`src/rtl/ahb3lite_master_port.sv`:
```
// Single-transfer AHB3-Lite initiator: valid/ready commands in, NONSEQ/SINGLE
// transfers out, one in-order response per command, with error-cancel replay.
module ahb3lite_master_port #(
  parameter int unsigned HADDR_SIZE = 8,
  parameter int unsigned HDATA_SIZE = 32
) (
  input  logic                  HCLK,
  input  logic                  HRESETn,
  input  logic                  cmd_valid,
  output logic                  cmd_ready,
  input  logic                  cmd_write,
  input  logic [HADDR_SIZE-1:0] cmd_addr,
  input  logic [2:0]            cmd_size,
  input  logic [HDATA_SIZE-1:0] cmd_wdata,
  output logic                  rsp_valid,
  output logic                  rsp_write,
  output logic                  rsp_error,
  output logic [HDATA_SIZE-1:0] rsp_rdata,
  output logic                  HSEL,
  output logic [HADDR_SIZE-1:0] HADDR,
  output logic                  HWRITE,
  output logic [2:0]            HSIZE,
  output logic [2:0]            HBURST,
  output logic [3:0]            HPROT,
  output logic [1:0]            HTRANS,
  output logic [HDATA_SIZE-1:0] HWDATA,
  output logic                  HREADY,
  input  logic                  HREADYOUT,
  input  logic [HDATA_SIZE-1:0] HRDATA,
  input  logic                  HRESP
);

  localparam int unsigned MAX_SIZE    = $clog2(HDATA_SIZE / 8);
  localparam logic [1:0]  HTRANS_IDLE = 2'b00;
  localparam logic [1:0]  HTRANS_NSEQ = 2'b10;

  // Address-phase, data-phase and replay registers
  logic                  a_valid_q, a_valid_d;
  logic [HADDR_SIZE-1:0] a_addr_q, a_addr_d;
  logic                  a_write_q, a_write_d;
  logic [2:0]            a_size_q, a_size_d;
  logic [HDATA_SIZE-1:0] a_wdata_q, a_wdata_d;
  logic                  d_valid_q, d_valid_d;
  logic                  d_write_q, d_write_d;
  logic [HDATA_SIZE-1:0] hwdata_q, hwdata_d;
  logic                  r_valid_q, r_valid_d;
  logic [HADDR_SIZE-1:0] r_addr_q, r_addr_d;
  logic                  r_write_q, r_write_d;
  logic [2:0]            r_size_q, r_size_d;
  logic [HDATA_SIZE-1:0] r_wdata_q, r_wdata_d;
  logic                  err1_q, err1_d;
  logic                  rsp_valid_q, rsp_valid_d;
  logic                  rsp_write_q, rsp_write_d;
  logic                  rsp_error_q, rsp_error_d;
  logic [HDATA_SIZE-1:0] rsp_rdata_q, rsp_rdata_d;

  logic                  err_first_c;
  logic                  cmd_fire_c;
  logic [2:0]            cmd_size_sat_c;
  logic [HADDR_SIZE-1:0] cmd_addr_al_c;

  // First ERROR cycle: no new command may enter while the cancel is decided
  assign err_first_c    = d_valid_q && HRESP && !HREADYOUT;
  assign cmd_ready      = HRESETn && !r_valid_q && !err1_q && !err_first_c &&
                          (!a_valid_q || HREADYOUT);
  assign cmd_fire_c     = cmd_valid && cmd_ready;
  assign cmd_size_sat_c = (cmd_size > 3'(MAX_SIZE)) ? 3'(MAX_SIZE) : cmd_size;
  assign cmd_addr_al_c  = (cmd_addr >> cmd_size_sat_c) << cmd_size_sat_c;

  assign HSEL      = a_valid_q;
  assign HTRANS    = a_valid_q ? HTRANS_NSEQ : HTRANS_IDLE;
  assign HADDR     = a_addr_q;
  assign HWRITE    = a_write_q;
  assign HSIZE     = a_size_q;
  assign HBURST    = 3'b000;
  assign HPROT     = 4'b0011;
  assign HWDATA    = hwdata_q;
  assign HREADY    = HREADYOUT;
  assign rsp_valid = rsp_valid_q;
  assign rsp_write = rsp_write_q;
  assign rsp_error = rsp_error_q;
  assign rsp_rdata = rsp_rdata_q;

  // Next-state: pipeline advance, wait-state hold, error cancel and replay
  always_comb begin
    a_valid_d   = a_valid_q;
    a_addr_d    = a_addr_q;
    a_write_d   = a_write_q;
    a_size_d    = a_size_q;
    a_wdata_d   = a_wdata_q;
    d_valid_d   = d_valid_q;
    d_write_d   = d_write_q;
    hwdata_d    = hwdata_q;
    r_valid_d   = r_valid_q;
    r_addr_d    = r_addr_q;
    r_write_d   = r_write_q;
    r_size_d    = r_size_q;
    r_wdata_d   = r_wdata_q;
    err1_d      = err1_q;
    rsp_valid_d = 1'b0;
    rsp_write_d = rsp_write_q;
    rsp_error_d = rsp_error_q;
    rsp_rdata_d = rsp_rdata_q;

    if (HREADYOUT) begin
      err1_d    = 1'b0;
      d_valid_d = a_valid_q;
      if (a_valid_q) begin
        d_write_d = a_write_q;
        hwdata_d  = a_wdata_q;
      end
      if (d_valid_q) begin
        rsp_valid_d = 1'b1;
        rsp_write_d = d_write_q;
        rsp_error_d = HRESP;
        rsp_rdata_d = (!d_write_q && !HRESP) ? HRDATA : '0;
      end
    end else if (err_first_c) begin
      err1_d = 1'b1;
    end

    if (cmd_fire_c) begin
      a_valid_d = 1'b1;
      a_addr_d  = cmd_addr_al_c;
      a_write_d = cmd_write;
      a_size_d  = cmd_size_sat_c;
      a_wdata_d = cmd_wdata;
    end else if (HREADYOUT) begin
      if (r_valid_q) begin
        a_valid_d = 1'b1;
        a_addr_d  = r_addr_q;
        a_write_d = r_write_q;
        a_size_d  = r_size_q;
        a_wdata_d = r_wdata_q;
        r_valid_d = 1'b0;
      end else begin
        a_valid_d = 1'b0;
      end
    end else if (err_first_c && a_valid_q) begin
      r_valid_d = 1'b1;
      r_addr_d  = a_addr_q;
      r_write_d = a_write_q;
      r_size_d  = a_size_q;
      r_wdata_d = a_wdata_q;
      a_valid_d = 1'b0;
    end
  end

  // State registers, all cleared by reset
  always_ff @(posedge HCLK or negedge HRESETn) begin
    if (!HRESETn) begin
      a_valid_q   <= 1'b0;
      a_addr_q    <= '0;
      a_write_q   <= 1'b0;
      a_size_q    <= '0;
      a_wdata_q   <= '0;
      d_valid_q   <= 1'b0;
      d_write_q   <= 1'b0;
      hwdata_q    <= '0;
      r_valid_q   <= 1'b0;
      r_addr_q    <= '0;
      r_write_q   <= 1'b0;
      r_size_q    <= '0;
      r_wdata_q   <= '0;
      err1_q      <= 1'b0;
      rsp_valid_q <= 1'b0;
      rsp_write_q <= 1'b0;
      rsp_error_q <= 1'b0;
      rsp_rdata_q <= '0;
    end else begin
      a_valid_q   <= a_valid_d;
      a_addr_q    <= a_addr_d;
      a_write_q   <= a_write_d;
      a_size_q    <= a_size_d;
      a_wdata_q   <= a_wdata_d;
      d_valid_q   <= d_valid_d;
      d_write_q   <= d_write_d;
      hwdata_q    <= hwdata_d;
      r_valid_q   <= r_valid_d;
      r_addr_q    <= r_addr_d;
      r_write_q   <= r_write_d;
      r_size_q    <= r_size_d;
      r_wdata_q   <= r_wdata_d;
      err1_q      <= err1_d;
      rsp_valid_q <= rsp_valid_d;
      rsp_write_q <= rsp_write_d;
      rsp_error_q <= rsp_error_d;
      rsp_rdata_q <= rsp_rdata_d;
    end
  end

endmodule

```
`config.mk`:
```
export PLATFORM = sky130hd
export DESIGN_NAME = ahb3lite_master_port
export DESIGN_NICKNAME = d
export VERILOG_FILES = /design/src/rtl/ahb3lite_master_port.sv
export SDC_FILE = /design/constraint.sdc
export NUM_CORES = 1
export LEC_CHECK = 0
export BUFFER_PORTS_ARGS = -buffer_cell sky130_fd_sc_hd__buf_2
export CORE_ASPECT_RATIO = 1.75
export CORE_MARGIN = 2
export CORE_UTILIZATION = 40
export CTS_CLUSTER_DIAMETER = 40
export DETAILED_ROUTE_END_ITERATION = 12
export HOLD_SLACK_MARGIN = 0.12
export PLACE_DENSITY = 0.62
export SETUP_SLACK_MARGIN = 0.5
export SLEW_MARGIN = 30
export SYNTH_ARGS = -nofsm -noshare
export SYNTH_HDL_FRONTEND = slang
export SYNTH_SLANG_ARGS = --single-unit
```
`constraint.sdc`:
```
create_clock -name HCLK -period 1.3 [get_ports HCLK]
set_input_delay 0.13 -clock HCLK [delete_from_list [all_inputs] [get_ports HCLK]]
set_output_delay 0.13 -clock HCLK [all_outputs]
set_load 0.005 [all_outputs]
```
==> metrics <==
crit path launch=r_valid_q$_DFFE_PN0P_; most common cell in the synthesized netlist=dfrtp_1; Final Hold Vio Count=43; initial DRC count=172; Antenna Cells=0; Synth top cells by count=dfrtp_1 (160), mux2_2 (86), nand2b_1 (35), a22o_1 (32), o221a_1 (28); Net Switching=0.005304 W; clk sinks=160; number of global-route vias before repair=5045; Reg clk slew, reported paths=0.07 ns; max-capacitance violation count=0; Hold/Removal Path Class=in2async; Starting Density=40.56%; DP Wirelength=9658 µm; CP Launch Type=register; wire per inst=19.55 µm; Die Footprint=17010 µm²; fin area=10460 µm²; CP Capture Type=output port; post-synthesis mux area share=16.44%; worst vdd ir=1.315 mV; Max Slew Vio Count=0; worst-path maximum fanout=4; port buffer count=163; final worst path period share=115.6%; Clk network pwr share=27.8%; worst reg-to-reg path cell count=6; crit path max-delay cell type=dfrtp_1; Min Hold Slack=-0.3431 ns; # IOs=172; Root Driver=clkbuf_16; post-synthesis instance total=428; XOR/XNOR Fraction of Synth Area=0%; Cell Area, Placed=7751 µm²; Std-Cell Core Area=15720 µm²; Power Dens Cells=1938 nW/µm²; Worst EP arrival=1.37 ns; yosys warns=0; synthesis-to-finish area growth=64.00%; initial antenna violation count=1; Initial DRT Pass Iterations=4; Synth top area share=62.78%; Max Buffers Root-to-Sink=2; Site Rows=61; violated checks=hold timing, setup timing; largest stage delay on the critical path=0.42 ns; Top Family by Delay on Critical Path=flip-flops; final net count=841; total wire length=18800 µm; Die W=99.45 µm; count of cell types in the netlist=28; Final Setup Violations=156; register area share after synthesis=62.78%; Yosys top cell by area=dfrtp_1; Pwr Total=0.02027 W; Post-Synthesis Cell Area=6377 µm²; footprint of the multi-input gates=2552 µm²; main combinational cell family by area after synthesis=multiplexers; crit path time final=1.503 ns; share of cells above drive strength 1=52.65%; CTS tree=built; r2r setup slk=-0.19 ns; CP required=1.17 ns; H-tree levels=4; largest net degree at the start of global routing=161; Post-synth EDFFs=0; Critical Path End=cmd_ready; top cells by area, synth=dfrtp_1 (63%), mux2_2 (15%), o221a_1 (4.9%), a22o_1 (4.4%), nand2b_1 (3.4%); pre-CTS setup slack=-0.1231 ns; cts hold-fix bufs=76; Yosys reg bits=160; Worst path depth=3; Slew headroom=55.69%; Crit Path Category=reg2out; Die Y-Extent=171.0 µm; Global Route Usage Sum=20.26%; CTS Buf Count=17; DRC=0; P_int=0.01496 W; worst setup margin=-0.2031 ns; simple-gate share of the synthesized area=5.395%; DR vias=4904; RR Startpoint=r_valid_q$_DFFE_PN0P_; antenna-violating nets left=0; RSZ-0062 raised after global routing=yes; Synth Flop Type=dfrtp_1; Worst-Skew Late Latency=0.41 ns; reg2reg end=a_wdata_q[21]$_DFFE_PN0P_; outcome=finished, violations left; Compound-Gate Fraction of Synth Area=11.20%; slew of the pin with the lowest slew margin=0.6647 ns; crit path cell chain=nor2b_2, and4b_1, buf_2; first-pass GRT wire length=26920 µm; Peak Freq=665.3 MHz; dpl cells=776; clock skew=0.01189 ns; asr flop ratio synth=100.0%; gpl congestion=0.7469; final non-filler cell total=962; syn avg cell area=14.90 µm²; fillers=1114; Leak=5.243 nW; Worst Path Buf+Inv=1; register area=4005 µm²; Flop pwr share=40.5%; Post-Synth Adder-Cell Area=0%; switching part of the total=26.17%; Comb pwr share=31.7%; Via density=5.098; GRT Residual Overflow=0
-- routing by layer --
layer,track usage [%],vias up,wire length [µm]
met5,0,-,0
met4,7.207,0,376
met2,35.52,159,10100
met1,24.49,2508,7396
li1,-,2214,-
met3,4.248,23,925
-- layout by cell type (no fill, tap or decap), types with 3 or more instances in the layout --
cell type      count
dfrtp_1          159
buf_2            157
mux2_4            78
dlygate4sd3_1     76
buf_4             54
nand2b_1          34
a22o_1            32
o221a_1           28
clkbuf_16         24
buf_6             24
buf_12            15
buf_16             9
mux2_2             8
mux2i_1            8
conb_1             8
nand2_1            6
o221a_4            5
bufinv_16          5
inv_1              4
o21ai_2            3
clkbuf_8           3
inv_6              3
-- cell type report --
cell class,instances,area share (%)
Multi-Input combinational cell,232,24.40
Clock inverter,11,1.914
Sequential cell,160,38.29
Inverter,5,0.1794
Timing Repair Buffer,344,28.45
Clock buffer,21,4.498
Tap cell,189,2.261
-- worst min path at each step --
stage	endpoint	cells after the start	slack (ns)
3_3_place_gp	rsp_rdata[0]$_DFFE_PN0P_	2	0.35
4_1_cts	err1_q$_DFFE_PN0P_	2	-0.07
6_report	err1_q$_DFFE_PN0P_	2	-0.34
3_5_place_dp	rsp_rdata[11]$_DFFE_PN0P_	2	0.35
5_1_grt	r_valid_q$_DFFE_PN0P_	2	-0.34
2_1_floorplan	HADDR[0]$_DFFE_PN0P_	0	-0.17
-- flip-flops by register name, summed over array words and instances (netlist names), 3 cells and up --
register   cells
HADDR          8
HSIZE          3
HWDATA        32
a_wdata_q     32
r_addr_q       8
r_size_q       3
r_wdata_q     32
rsp_rdata     32
-- through the flow --
stage / hold slack [ns] / utilization [%] / setup TNS [ns]
6_report: -0.3431 / 66.52 / -16.05
3_3_place_gp: 0.3519 / 49.30 / -3.993
5_1_grt: -0.3430 / 66.52 / -24.32
4_1_cts: -0.07331 / 61.49 / -9.308
3_5_place_dp: 0.3495 / 49.30 / -5.633
2_1_floorplan: -0.1656 / - / -4.674
-- cells by family after synthesis --
kind of cell | count (synthesis)
muxes | 94
buffers and inverters | 42
and+or+nand+nor | 56
DFF | 160
AOI/OAI and AO/OA | 74
other | 2
-- power by group through the flow --
stage | sequential, W | combinational (W) | clock, W
3_5_place_dp | 0.00815 | 0.00458 | 0
3_3_place_gp | 0.00807 | 0.00445 | 0
5_1_grt | 0.00843 | 0.00688 | 0.00596
2_1_floorplan | 0.00800 | 0.00285 | 0
6_report | 0.00820 | 0.00642 | 0.00564
4_1_cts | 0.00814 | 0.00524 | 0.00574
-- what timing repair did --
action | CTS | global route
gates cloned | 8 | 9
resized for setup | 42 | 42
buffers inserted | 12 | 48
setup endpoints to repair | 242 | 242
pin swaps | 3 | 8
endpoints found under the hold margin | 238 | 43
Note: power is estimated with default switching activity, not from simulation.
